## src/rtl/conv_layer_sched_if.sv

```systemverilog
// Bus bundle between conv_layer_sched and its neighbours: the weight-ROM read port plus
// the conv_mix control/weight stream. master = the scheduler, slave = ROM/conv_mix side.
interface conv_layer_sched_if #(
    parameter int unsigned AW = 10
);
    logic          w_rd;
    logic [AW-1:0] w_addr;
    logic          w_data;
    logic          cm_weight_en;
    logic          cm_weight;
    logic          cm_state;
    logic          cm_start;
    logic          cm_ovalid;
    logic          cm_done;

    modport master (
        output w_rd, w_addr, cm_weight_en, cm_weight, cm_state, cm_start,
        input  w_data, cm_ovalid, cm_done
    );

    modport slave (
        input  w_rd, w_addr, cm_weight_en, cm_weight, cm_state, cm_start,
        output w_data, cm_ovalid, cm_done
    );
endinterface

```

## src/rtl/conv_layer_sched.sv

```systemverilog
// Layer sequencer for conv_mix: per output channel, stream the binary kernel out of the
// weight ROM, hold start until conv_mix reports done, then advance channel/layer.
module conv_layer_sched #(
    parameter int unsigned KSIZE   = 5,
    parameter int unsigned L1_CH   = 6,
    parameter int unsigned L2_CH   = 16,
    parameter int unsigned AW      = 10,
    parameter int unsigned TIMEOUT = 4095
) (
    input  logic                   clk,
    input  logic                   rst,
    input  logic                   go,
    input  logic                   abort,
    conv_layer_sched_if.master     bus,
    output logic [4:0]             ch_idx,
    output logic                   busy,
    output logic                   finished,
    output logic                   err,
    output logic [9:0]             pool_cnt
);

    localparam int unsigned KK = KSIZE * KSIZE;
    localparam int unsigned KW = $clog2(KK);

    localparam logic [2:0] StIdle   = 3'd0;
    localparam logic [2:0] StWload  = 3'd1;
    localparam logic [2:0] StWdrain = 3'd2;
    localparam logic [2:0] StRun    = 3'd3;
    localparam logic [2:0] StGap    = 3'd4;
    localparam logic [2:0] StDone   = 3'd5;
    localparam logic [2:0] StErr    = 3'd6;

    logic [2:0]    state_q, state_d;
    logic [KW-1:0] k_q, k_d;
    logic [4:0]    ch_q, ch_d;
    logic          layer_q, layer_d;
    logic [11:0]   run_q, run_d;
    logic [9:0]    pool_q, pool_d;
    logic          wen_q;
    logic [AW-1:0] ch_glob;

    // Layer-2 kernels are stored after all layer-1 kernels in the ROM.
    always_comb begin
        ch_glob = AW'(ch_q);
        if (layer_q) begin
            ch_glob = ch_glob + AW'(L1_CH);
        end
    end

    always_comb begin
        state_d = state_q;
        k_d     = k_q;
        ch_d    = ch_q;
        layer_d = layer_q;
        run_d   = run_q;
        pool_d  = pool_q;
        if (abort) begin
            state_d = StIdle;
            k_d     = '0;
            ch_d    = '0;
            layer_d = 1'b0;
            run_d   = '0;
            pool_d  = '0;
        end else begin
            case (state_q)
                StIdle, StErr: begin
                    if (go) begin
                        state_d = StWload;
                        k_d     = '0;
                        ch_d    = '0;
                        layer_d = 1'b0;
                    end
                end
                StWload: begin
                    k_d = k_q + 1'b1;
                    if (k_q == KW'(KK - 1)) begin
                        state_d = StWdrain;
                        k_d     = '0;
                    end
                end
                StWdrain: begin
                    state_d = StRun;
                    run_d   = '0;
                    pool_d  = '0;
                end
                StRun: begin
                    run_d = run_q + 1'b1;
                    if (bus.cm_ovalid && (pool_q != '1)) begin
                        pool_d = pool_q + 1'b1;
                    end
                    // done beats a timeout landing on the same cycle
                    if (bus.cm_done) begin
                        state_d = StGap;
                    end else if (run_q == 12'(TIMEOUT - 1)) begin
                        state_d = StErr;
                    end
                end
                StGap: begin
                    state_d = StWload;
                    if (!layer_q && (ch_q == 5'(L1_CH - 1))) begin
                        layer_d = 1'b1;
                        ch_d    = '0;
                    end else if (layer_q && (ch_q == 5'(L2_CH - 1))) begin
                        layer_d = 1'b0;
                        ch_d    = '0;
                        state_d = StDone;
                    end else begin
                        ch_d = ch_q + 1'b1;
                    end
                end
                StDone: begin
                    state_d = StIdle;
                end
                default: begin
                    state_d = StIdle;
                end
            endcase
        end
    end

    always_ff @(posedge clk) begin
        if (rst) begin
            state_q <= StIdle;
            k_q     <= '0;
            ch_q    <= '0;
            layer_q <= 1'b0;
            run_q   <= '0;
            pool_q  <= '0;
            wen_q   <= 1'b0;
        end else begin
            state_q <= state_d;
            k_q     <= k_d;
            ch_q    <= ch_d;
            layer_q <= layer_d;
            run_q   <= run_d;
            pool_q  <= pool_d;
            wen_q   <= (state_q == StWload) && !abort;
        end
    end

    // ROM data lands one cycle after w_rd, lining up with the delayed enable.
    assign bus.w_rd         = (state_q == StWload);
    assign bus.w_addr       = (state_q == StWload) ? AW'(ch_glob * AW'(KK)) + AW'(k_q) : '0;
    assign bus.cm_weight_en = wen_q;
    assign bus.cm_weight    = wen_q & bus.w_data;
    assign bus.cm_state     = layer_q;
    assign bus.cm_start     = (state_q == StRun);

    assign ch_idx   = ch_q;
    assign busy     = (state_q != StIdle) && (state_q != StErr);
    assign finished = (state_q == StDone);
    assign err      = (state_q == StErr);
    assign pool_cnt = pool_q;

endmodule

```

## src/flat_wrapper.sv

```systemverilog
// flat-port wrapper written by rule: the top's interface ports become plain ports
module conv_layer_sched_flat 
#(
    parameter int unsigned KSIZE   = 5,
    parameter int unsigned L1_CH   = 6,
    parameter int unsigned L2_CH   = 16,
    parameter int unsigned AW      = 10,
    parameter int unsigned TIMEOUT = 4095
)
  (clk, rst, go, abort, ch_idx, busy, finished, err, pool_cnt, bus_w_rd, bus_w_addr, bus_cm_weight_en, bus_cm_weight, bus_cm_state, bus_cm_start, bus_w_data, bus_cm_ovalid, bus_cm_done);
  conv_layer_sched_if #(.AW(AW)) bus_i ();
  input  logic clk;
  input  logic rst;
  input  logic go;
  input  logic abort;
  output logic [4:0] ch_idx;
  output logic busy;
  output logic finished;
  output logic err;
  output logic [9:0] pool_cnt;
  output wire logic [$bits(bus_i.w_rd)-1:0] bus_w_rd;
  output wire logic [$bits(bus_i.w_addr)-1:0] bus_w_addr;
  output wire logic [$bits(bus_i.cm_weight_en)-1:0] bus_cm_weight_en;
  output wire logic [$bits(bus_i.cm_weight)-1:0] bus_cm_weight;
  output wire logic [$bits(bus_i.cm_state)-1:0] bus_cm_state;
  output wire logic [$bits(bus_i.cm_start)-1:0] bus_cm_start;
  input wire logic [$bits(bus_i.w_data)-1:0] bus_w_data;
  input wire logic [$bits(bus_i.cm_ovalid)-1:0] bus_cm_ovalid;
  input wire logic [$bits(bus_i.cm_done)-1:0] bus_cm_done;
  assign bus_w_rd = bus_i.w_rd;
  assign bus_w_addr = bus_i.w_addr;
  assign bus_cm_weight_en = bus_i.cm_weight_en;
  assign bus_cm_weight = bus_i.cm_weight;
  assign bus_cm_state = bus_i.cm_state;
  assign bus_cm_start = bus_i.cm_start;
  assign bus_i.w_data = bus_w_data;
  assign bus_i.cm_ovalid = bus_cm_ovalid;
  assign bus_i.cm_done = bus_cm_done;
  conv_layer_sched #(.KSIZE(KSIZE), .L1_CH(L1_CH), .L2_CH(L2_CH), .AW(AW), .TIMEOUT(TIMEOUT)) u_core (.clk(clk), .rst(rst), .go(go), .abort(abort), .bus(bus_i), .ch_idx(ch_idx), .busy(busy), .finished(finished), .err(err), .pool_cnt(pool_cnt));
endmodule
```

## config.mk

```make
export PLATFORM = sky130hd
export DESIGN_NAME = conv_layer_sched_flat
export DESIGN_NICKNAME = d
export VERILOG_FILES = /design/src/rtl/conv_layer_sched_if.sv /design/src/rtl/conv_layer_sched.sv /design/src/flat_wrapper.sv
export SDC_FILE = /design/constraint.sdc
export NUM_CORES = 1
export LEC_CHECK = 0
export CAP_MARGIN = 20
export CORE_AREA = 2 2 86 88
export CTS_BUF_LIST = sky130_fd_sc_hd__clkbuf_16
export DETAILED_ROUTE_END_ITERATION = 8
export DIE_AREA = 0 0 88 90
export MAX_ROUTING_LAYER = met4
export RECOVER_POWER = 25
export REMOVE_ABC_BUFFERS = 1
export SLEW_MARGIN = 30
export SYNTH_ARGS = -nofsm -noshare
export SYNTH_HDL_FRONTEND = slang
export SYNTH_SLANG_ARGS = --single-unit
```

## constraint.sdc

```tcl
create_clock -name clk -period 6.35 [get_ports clk]
set_input_delay 1.5875 -clock clk [delete_from_list [all_inputs] [get_ports clk]]
set_output_delay 1.5875 -clock clk [all_outputs]
set_load 0.1 [all_outputs]
```

======== Word level (Yosys, flattened, before mapping) ========
Cells that the tools add are included.
storage, ports and cells
  register bits ........................... 37
  output and inout bits ................... 33
  word-level logic and storage cells ...... 73
cells by class
  $add $sub $neg .......................... 6
  multipliers ............................. 1
  equal/unequal tests ..................... 17
  muxes and demuxes ....................... 22
  bitwise gates (word level) .............. 1
  reduce and logical (&&, ||, !) cells .... 19
operators with widths
  operator                                                                 number
  10-bit two-way mux                                                       3
  12-bit one-hot mux with 2 select lines                                   1
  5-bit two-way mux                                                        4
  10-bit one-hot mux with 2 select lines                                   1
  5-bit one-hot mux with 2 select lines                                    2
  3-bit two-way mux                                                        6
  3-bit one-hot mux with 5 select lines                                    1
  12-bit by 1-bit adder with 12-bit output, second input constant          1
  12-bit equality test, second input constant                              1
  10-bit by 1-bit adder with 10-bit output, second input constant          1
  10-bit by 5-bit adder with 10-bit output                                 1
  5-bit by 1-bit adder with 5-bit output, second input constant            2
  10-bit by 5-bit multiplier with 10-bit output, second input constant     1
  10-bit inequality test, second input constant                            1
  3-bit equality test, second input constant                               3
  5-bit by 3-bit adder with 6-bit output, second input constant            1
  3-bit by 2-bit equality test with 1-bit output, second input constant    2
  3-bit by 1-bit inequality test with 1-bit output, second input constant  2
  2-bit AND reduction                                                      3
  3-bit AND reduction                                                      2
  2-bit nonzero test                                                       3
  5-bit by 3-bit equality test with 1-bit output, second input constant    1
  5-bit by 4-bit equality test with 1-bit output, second input constant    1
  5-bit equality test, second input constant                               1
  12 further kinds                                                         21

======== Depth between registers and ports, before layout ========
Gate-level depths: netlist (run 1).
  depth after elaboration ................. 5
  gate-level depth with buffers ........... 16
  gate-level depth less buffers ........... 15

======== Least setup slack after synthesis (run 1) ========
No wires, ideal clock.
  path type ............................... register to output
  start ................................... register u_core.ch_q[2], in the netlist u_core.ch_idx[2]
  end ..................................... output port bus_w_addr[5]
  arrival time ............................ 5.895 ns
  data required time ...................... 4.762 ns
  setup slack ............................. -1.133 ns
  cell stages (with the launch flop) ...... 14
  path buffers ............................ 1
  cell sequence ........................... dfxtp_1 > clkbuf_1 > inv_1 > ha_1 > a21oi_1 > ha_1 > inv_1 > fa_1 > fa_1 > inv_1 > ha_1 > nand2_1 > o21ai_0 > a211oi_1
on the way
  word-level cells in the longest chain between the ends .. 5
ends and longest elaborated chain
  what                                               line                     text
  start: declaration                                 conv_layer_sched.sv:35   logic [4:0] ch_q, ch_d;
  start signal: assignment                           conv_layer_sched.sv:133  ch_q <= ch_d;
  5-bit by 3-bit adder with 6-bit output             conv_layer_sched.sv:46   ch_glob = ch_glob + AW'(L1_CH);
  10-bit two-way mux (*)                             conv_layer_sched.sv:45   if (layer_q) begin
  10-bit by 5-bit multiplier with 10-bit output (*)  conv_layer_sched.sv:143  assign bus.w_addr = (state_q == StWload) ? AW'(ch_glob * AW'(KK)) + AW'(k_q) : '0;
  10-bit by 5-bit adder with 10-bit output (*)       conv_layer_sched.sv:143
  10-bit two-way mux (*)                             conv_layer_sched.sv:143
  end: declaration                                   flat_wrapper.sv:22       output wire logic [$bits(bus_i.w_addr)-1:0] bus_w_addr;
Mark *: on every way between the ends. The rest lies on a longest branch, timed or not.

======== Worst setup path in the final report (run 1) ========
  start ................................... register u_core.ch_q[2], in the netlist u_core.ch_idx[2]
  end ..................................... output port bus_w_addr[8]
The elaborated chain is that of the path after synthesis.

==> results of run 1 <==
## power by group through the flow
stage               combinational, uW  clock (uW)  sequential (uW)
floorplan                        21.3           0              241
global placement                 34.7           0              240
detailed placement               34.7           0              240
CTS                              34.8         235              235
global route                     36.7         245              236
finish                           34.0         229              235
## per-layer routing
metal  vias to the layer above  routed length (um)  part of all wire, %  track usage (%)
li1                       1280                   -                    -                -
met1                      1139                3110                   50             22.9
met2                        31                2840                   46             25.6
met3                         4                 179                  2.9             3.03
met4                         0                  44                 0.71             3.08
met5                         -                   0                    0                -
## per-stage QoR
stage	hold WS, ns	total power [uW]	cell area, um^2
after CTS	0.483	505	3300
after detailed placement	0.472	275	3170
after global placement	0.455	275	3170
after floorplan	0.439	262	2670
final	0.482	498	3300
after global routing	0.500	517	3300
## sequential cells by signal, summed over array words and instances (netlist names)
name	flops
u_core.pool_cnt	10
u_core.state_q	3
u_core.bus.cm_state	1
u_core.run_q	12
u_core.k_q	5
u_core.ch_idx	5
u_core.bus.cm_weight_en	1
## kinds of logic after synthesis
logic type               share of synthesized area, %
adder cells (fa/ha/maj)                          19.9
flip-flops                                       27.1
XOR/XNOR                                         4.16
AO/OA/AOI/OAI                                    16.7
AND/OR/NAND/NOR                                  25.3
buffers and inverters                            5.81
multiplexers                                     1.10
## synthesized netlist by cell type (all sizes together)
library cell and count:
nand4b 3, clkbuf 9, and4 2, a22oi 4
mux2i 3, xor2 8, nand2 29, and4b 1
and3 7, buf 4, a21oi 28, or3 6
fa 4, nand4 5, a31oi 5, ha 37
dfxtp 37, xnor2 5, o21ai 22, nor4 2
nand3b 1, nand2b 4, or2 1, and2 10
a41oi 1, nor2b 5, nor3 11, a311oi 1
nand3 11, nor2 39, inv 26, a21boi 2
a211oi 4, a41o 1, o221a 1, o211ai 4
a21o 4, or3b 1
## cell type report
type,count,area [um^2],share of cell area [%]
multi-input combinational,272,1830,55.6
inverter,26,97.6,2.96
clock buffer,5,125,3.79
clock inverter,2,7.51,0.227
tap,99,124,3.75
timing repair buffer,39,373,11.3
sequential,37,741,22.4
## worst max path at each step
stage	startpoint	cells after the start	to	slack (ns)
final	u_core.ch_idx[2]$_SDFFE_PP0P_	14	bus_w_addr[8]	0.58
after global routing	u_core.ch_idx[2]$_SDFFE_PP0P_	14	bus_w_addr[8]	0.24
after CTS	u_core.ch_idx[2]$_SDFFE_PP0P_	14	bus_w_addr[8]	0.59
after global placement	u_core.ch_idx[2]$_SDFFE_PP0P_	14	bus_w_addr[8]	1.00
after detailed placement	u_core.ch_idx[2]$_SDFFE_PP0P_	14	bus_w_addr[8]	0.92
after floorplan	u_core.ch_idx[1]$_SDFFE_PP0P_	12	bus_w_addr[5]	-1.07
## worst register-to-register path, cell delays in order (launching register included)
cell	delay (ns)
dfxtp_1	0.65
inv_2	0.17
or3_4	0.51
inv_2	0.20
a41oi_1	0.15
a21o_1	0.25
a21oi_1	0.14
nor2_1	0.05
==> summary.md, run 1 <==
| Metric | Value |
|---|---|
| Status | complete, but fails checks |
| Failing checks | max-capacitance violations, max-slew violations |
| Share of the synthesized area in the top cell type | 27.1% |
| Synth area leaders | dfxtp_1 27%, ha_1 17%, nor2_1 5.4%, a21oi_1 5.1%, nand2_1 4.0% |
| Wire per inst | 12.9 um |
| Area leader, netlist | dfxtp_1 |
| Die Y | 90 um |
| H-tree depth | 2 |
| Hold Buf Count CTS | 0 |
| WL final | 6170 um |
| Hold depth | 1 |
| Post-detail-place hpwl | 4590 um |
| Critical Path Slowest Stage Cell | fa_1 |
| Slew of the pin with the lowest slew margin | 1.59 ns |
| First-pass GRT wire length | 10600 um |
| Max stage delay on crit path | 0.54 ns |
| Fmax | 173 MHz |
| Worst path top cell family by delay | adder cells |
| Final Instance Count excl. Fillers | 480 |
| Clk Latency, worst-skew pair | 0.27 ns |
| DIE AREA | 7920 um^2 |
| Routed vias/inst | 5.11 |
| Die X | 88 um |
| Fin crit share | 90.9% |
| Arrival time at the worst endpoint | 4.18 ns |
| Buf+Inv Stages, Crit Path | 4 |
| Overall Global Routing Usage | 16.6% |
| Reg power frac | 47.2% |
| Post-route minimum period | 5.77 ns |
| Combinational power share | 6.8% |
| Mapped Cells | 348 |
| Vias in the first global route | 2319 |
| Reg2Reg Launch Point | u_core.state_q[0]$_SDFFE_PP0P_ |
| Worst Skew | 0.00231 ns |
| CTS Buf Count | 5 |
| Drt first pass iters | 4 |
| Maximum vdd drop | 104 uV |
| Clock power frac | 45.9% |
| TritonCTS clock tree | done |
| Int Pwr | 383 uW |
| # placed instances | 473 |
| Placer Congestion | 0.853 |
| Register area share after synthesis | 27.1% |
| Hold_sp | u_core.run_q[10]$_SDFFE_PP0P_ |
| CP Class | register to output port |
| DRC viols | 0 |
| Reg clk slew, reported paths | 0.05 ns |
| Syn Std Cell Area | 2730 um^2 |
| Sw Share | 23.1% |
| Endpoints failing setup | 0 |
| R2R Path End | u_core.k_q[3]$_SDFFE_PP0P_ |
| Utilization after layout | 47.0% |
| Post-CTS Setup Repair Bufs | 0 |
| Req. time, crit path | 4.76 ns |
| Worst-path cell chain | inv_1 -> ha_1 -> a21oi_1 -> ha_1 -> inv_1 -> fa_1 -> fa_1 -> inv_1 -> ha_1 -> o21ai_0 -> a21boi_0 -> nand4b_1 -> o211ai_1 -> buf_4 |
| RSZ-0062 raised after global routing | false |
| Core area | 7020 um^2 |
| Crit end category | output port |
| PwrDens | 151 nW/um^2 |
| Area Overhead vs Synth | 20.8% |
| Hold Path Sink | u_core.run_q[10]$_SDFFE_PP0P_ |
| Syn_area_per_cell | 7.86 um^2 |
| NetSw | 115 uW |
| Clock root cell | clkbuf_16 |
| Leak Pwr | 0.00137 uW |
| Fin Setup TNS | 0 ns |
| Worst setup margin | 0.580 ns |
| Diodes inserted | 0 |
| Rel. slew slack | -6.05% |
| Most frequent cells in the layout | 39 x nor2_1, 37 x ha_1, 37 x dfxtp_1 |
| Clock Path Buffers | 2 |
| R2R setup slack | 4.07 ns |
| Pre-CTS setup slack | 0.915 ns |
| Total grt overflow | 0 |
| Final hold vios | 0 |
| Yosys Warn Count | 0 |
| Initial Util | 38.9% |
| Initial antenna violation count | 0 |
| Clk sinks | 37 |
| Largest net degree at the start of global routing | 27 |
| CP Max Fanout | 10 |
| Ratio of cells with drive above 1 in the final layout | 4.46% |
| Vias | 2454 |
| Rows | 31 |
| R2R cell count | 7 |
| Port buffer count | 39 |
| Fill cells | 713 |
| Nets | 429 |
| FF+latch count, synth | 37 |
| Netlist cell types | 43 |
| Startpoint types | register |
| DRT antenna net count | 0 |
| Cts repair resizes | 0 |
| I/O pin count | 40 |
| Most common cell after layout, fill and taps aside | nor2_1 |
| HP Class | register to register |
| DR iter-0 viols | 95 |
| Max Cap Viol | 1 |
| Slew Limit Fails | 27 |
Power figures use the tool's default switching activity.
==> inputs of run 2 (changes only) <==
--- a/config.mk
+++ b/config.mk
@@ -11,9 +11,8 @@
 export DETAILED_ROUTE_END_ITERATION = 8
 export DIE_AREA = 0 0 88 90
 export MAX_ROUTING_LAYER = met4
-export RECOVER_POWER = 25
 export REMOVE_ABC_BUFFERS = 1
-export SLEW_MARGIN = 30
+export SLEW_MARGIN = 10
 export SYNTH_ARGS = -nofsm -noshare
 export SYNTH_HDL_FRONTEND = slang
 export SYNTH_SLANG_ARGS = --single-unit
==> summary.md, run 2 (synthesized netlist as in run 1, its figures left out) <==
| Metric | Value |
|---|---|
| Status | finished clean (was complete, but fails checks) |
| Startpoint types | register (unchanged) |
| Most frequent cells in the layout | 39 x nor2_1, 37 x ha_1, 37 x dfxtp_1 (unchanged) |
| Crit end category | output port (unchanged) |
| Worst hold margin | 0.482 ns (about the same) |
| Most common cell after layout, fill and taps aside | nor2_1 (unchanged) |
| TritonCTS clock tree | done (unchanged) |
| Total grt overflow | 0 (unchanged) |
| Maximum vdd drop | 103 uV (was 104 uV) |
| Initial antenna violation count | 0 (unchanged) |
| Max reg flops | 12 (unchanged) |
| Nets | 429 (unchanged) |
| Endpoints failing setup | 0 (unchanged) |
| R2R setup slack | 4.11 ns (was 4.07 ns) |
| Post-route minimum period | 5.77 ns (about the same) |
| Final Instance Count excl. Fillers | 480 (unchanged) |
| Reg2Reg Launch Point | u_core.state_q[0]$_SDFFE_PP0P_ (unchanged) |
| Leak Pwr | 0.00137 uW (about the same) |
| HP Class | register to register (unchanged) |
| Top reg by flops | u_core.run_q (unchanged) |
| Clock power frac | 45.9% (about the same) |
| Fmax | 173 MHz (about the same) |
| Utilization after layout | 47.0% (unchanged) |
| Post-detail-place hpwl | 4590 um (unchanged) |
| Reg power frac | 47.2% (about the same) |
| DRT antenna net count | 0 (unchanged) |
| Slew Limit Fails | 0 (was 27) |
| Slew of the pin with the lowest slew margin | 0.973 ns (was 1.59 ns) |
| Int Pwr | 384 uW (was 383 uW) |
| DR iter-0 viols | 95 (unchanged) |
| DIE AREA | 7920 um^2 (unchanged) |
| DRC viols | 0 (unchanged) |
| Reg clk slew, reported paths | 0.05 ns (about the same) |
| Placer Congestion | 0.853 (unchanged) |
| Req. time, crit path | 4.76 ns (about the same) |
| Largest net degree at the start of global routing | 27 (unchanged) |
| Rel. slew slack | 34.9% (was -6.05%) |
| Worst-path cell chain | inv_1 -> ha_1 -> a21oi_1 -> ha_1 -> inv_1 -> fa_1 -> fa_1 -> inv_1 -> ha_1 -> o21ai_0 -> a21boi_0 -> nand4b_1 -> o211ai_1 -> buf_4 (unchanged) |
| Clock root cell | clkbuf_16 (unchanged) |
| R2R Path End | u_core.k_q[3]$_SDFFE_PP0P_ (unchanged) |
| Sw Share | 23.0% (was 23.1%) |
| Post-CTS Setup Repair Bufs | 0 (unchanged) |
| First-pass GRT wire length | 10600 um (unchanged) |
| WL final | 6150 um (was 6170 um) |
| CP Class | register to output port (unchanged) |
| Routed vias/inst | 5.10 (was 5.11) |
| # placed instances | 473 (unchanged) |
| Arrival time at the worst endpoint | 4.18 ns (about the same) |
| Crit path capture | bus_w_addr[8] (unchanged) |
| Worst setup margin | 0.580 ns (about the same) |
| Final hold vios | 0 (unchanged) |
| Rows | 31 (unchanged) |
| Pre-CTS setup slack | 0.915 ns (unchanged) |
| Diodes inserted | 0 (unchanged) |
| Worst Skew | 0.00251 ns (was 0.00231 ns) |
| Crit. Startpoint | u_core.ch_idx[2]$_SDFFE_PP0P_ (unchanged) |
| Port buffer count | 39 (unchanged) |
| Clk sinks | 37 (unchanged) |
| Fin crit share | 90.9% (about the same) |
| Max Cap Viol | 0 (was 1) |
| Vias in the first global route | 2319 (unchanged) |
| Cts repair resizes | 0 (unchanged) |
| Clock Path Buffers | 2 (unchanged) |
| Area Overhead vs Synth | 20.8% (unchanged) |
| Wire per inst | 12.8 um (was 12.9 um) |
| PwrDens | 151 nW/um^2 (about the same) |
| I/O pin count | 40 (unchanged) |
| Max stage delay on crit path | 0.54 ns (about the same) |
| Drt first pass iters | 4 (unchanged) |
| Hold Buf Count CTS | 0 (unchanged) |
| Fin Setup TNS | 0 ns (unchanged) |
| CTS Buf Count | 5 (unchanged) |
| CP Max Fanout | 10 (unchanged) |
| RSZ-0062 raised after global routing | false (unchanged) |
| Initial Util | 38.9% (unchanged) |
| Critical Path Slowest Stage Cell | fa_1 (unchanged) |
| Clk Latency, worst-skew pair | 0.27 ns (about the same) |
| NetSw | 115 uW (about the same) |
| Combinational power share | 6.9% (was 6.8%) |
| Die X | 88 um (unchanged) |
| Core area | 7020 um^2 (unchanged) |
| Vias | 2450 (was 2454) |
| Ratio of cells with drive above 1 in the final layout | 4.72% (was 4.46%) |
| R2R cell count | 7 (unchanged) |
| Overall Global Routing Usage | 16.6% (unchanged) |
| H-tree depth | 2 (unchanged) |
| Die Y | 90 um (unchanged) |
## run 2: cell types whose count changed in the layout (fill, tap and decap cells not counted), sizes merged
cell | before | now
dlygate4sd3 | 2 | 0
clkdlybuf4s50 | 30 | 32
## run 2: worst min path at each step
| stage | from | end | cells after the start |
|---|---|---|---|
| detailed placement | u_core.run_q[10]$_SDFFE_PP0P_ | u_core.run_q[10]$_SDFFE_PP0P_ | 1 |
| global placement | u_core.run_q[10]$_SDFFE_PP0P_ | u_core.run_q[10]$_SDFFE_PP0P_ | 1 |
| global route | u_core.run_q[10]$_SDFFE_PP0P_ | u_core.run_q[10]$_SDFFE_PP0P_ | 1 |
| finish | u_core.run_q[10]$_SDFFE_PP0P_ | u_core.run_q[10]$_SDFFE_PP0P_ | 1 |
| CTS | u_core.run_q[10]$_SDFFE_PP0P_ | u_core.run_q[10]$_SDFFE_PP0P_ | 1 |
| floorplan | u_core.run_q[10]$_SDFFE_PP0P_ | u_core.run_q[10]$_SDFFE_PP0P_ | 1 |
## run 2: power by group through the flow
stage,sequential (uW),clock (uW),combinational [uW]
after floorplan,241,0,21.3
after global placement,240,0,34.7
after detailed placement,240,0,34.7
after CTS,235,235,34.8
after global routing,236,245,37.1
final,235,229,34.3
## run 2: critical path, delay by kind of cell (launching register included)
family	cells	cell delay, ns
AOI/OAI and AO/OA	4	0.84
buffers and inverters	4	0.55
and+or+nand+nor	1	0.14
adders and majority gates	5	1.88
DFF	1	0.50
## run 2: per-stage QoR
stage / cell area (um^2) / total power (uW)
floorplan: 2670 / 262
global route: 3300 / 518
finish: 3300 / 499
detailed placement: 3170 / 275
CTS: 3300 / 505
global placement: 3170 / 275
## run 2: cell type report
| cell class | count | area (um^2) |
|---|---|---|
| Tap cell | 99 | 124 |
| Fill cell | 713 | 3720 |
| Sequential cell | 37 | 741 |
| Timing Repair Buffer | 39 | 373 |
| Inverter | 26 | 97.6 |
| Clock buffer | 5 | 125 |
| Multi-Input combinational cell | 272 | 1830 |
| Clock inverter | 2 | 7.51 |
## run 2: layer usage
metal  vias up  wire (um)  track usage (%)
met5         -          0                -
met4         0         44             3.08
met3         4        186             3.03
met2        32       2820             25.6
met1      1134       3090             22.9
li1       1280          -                -
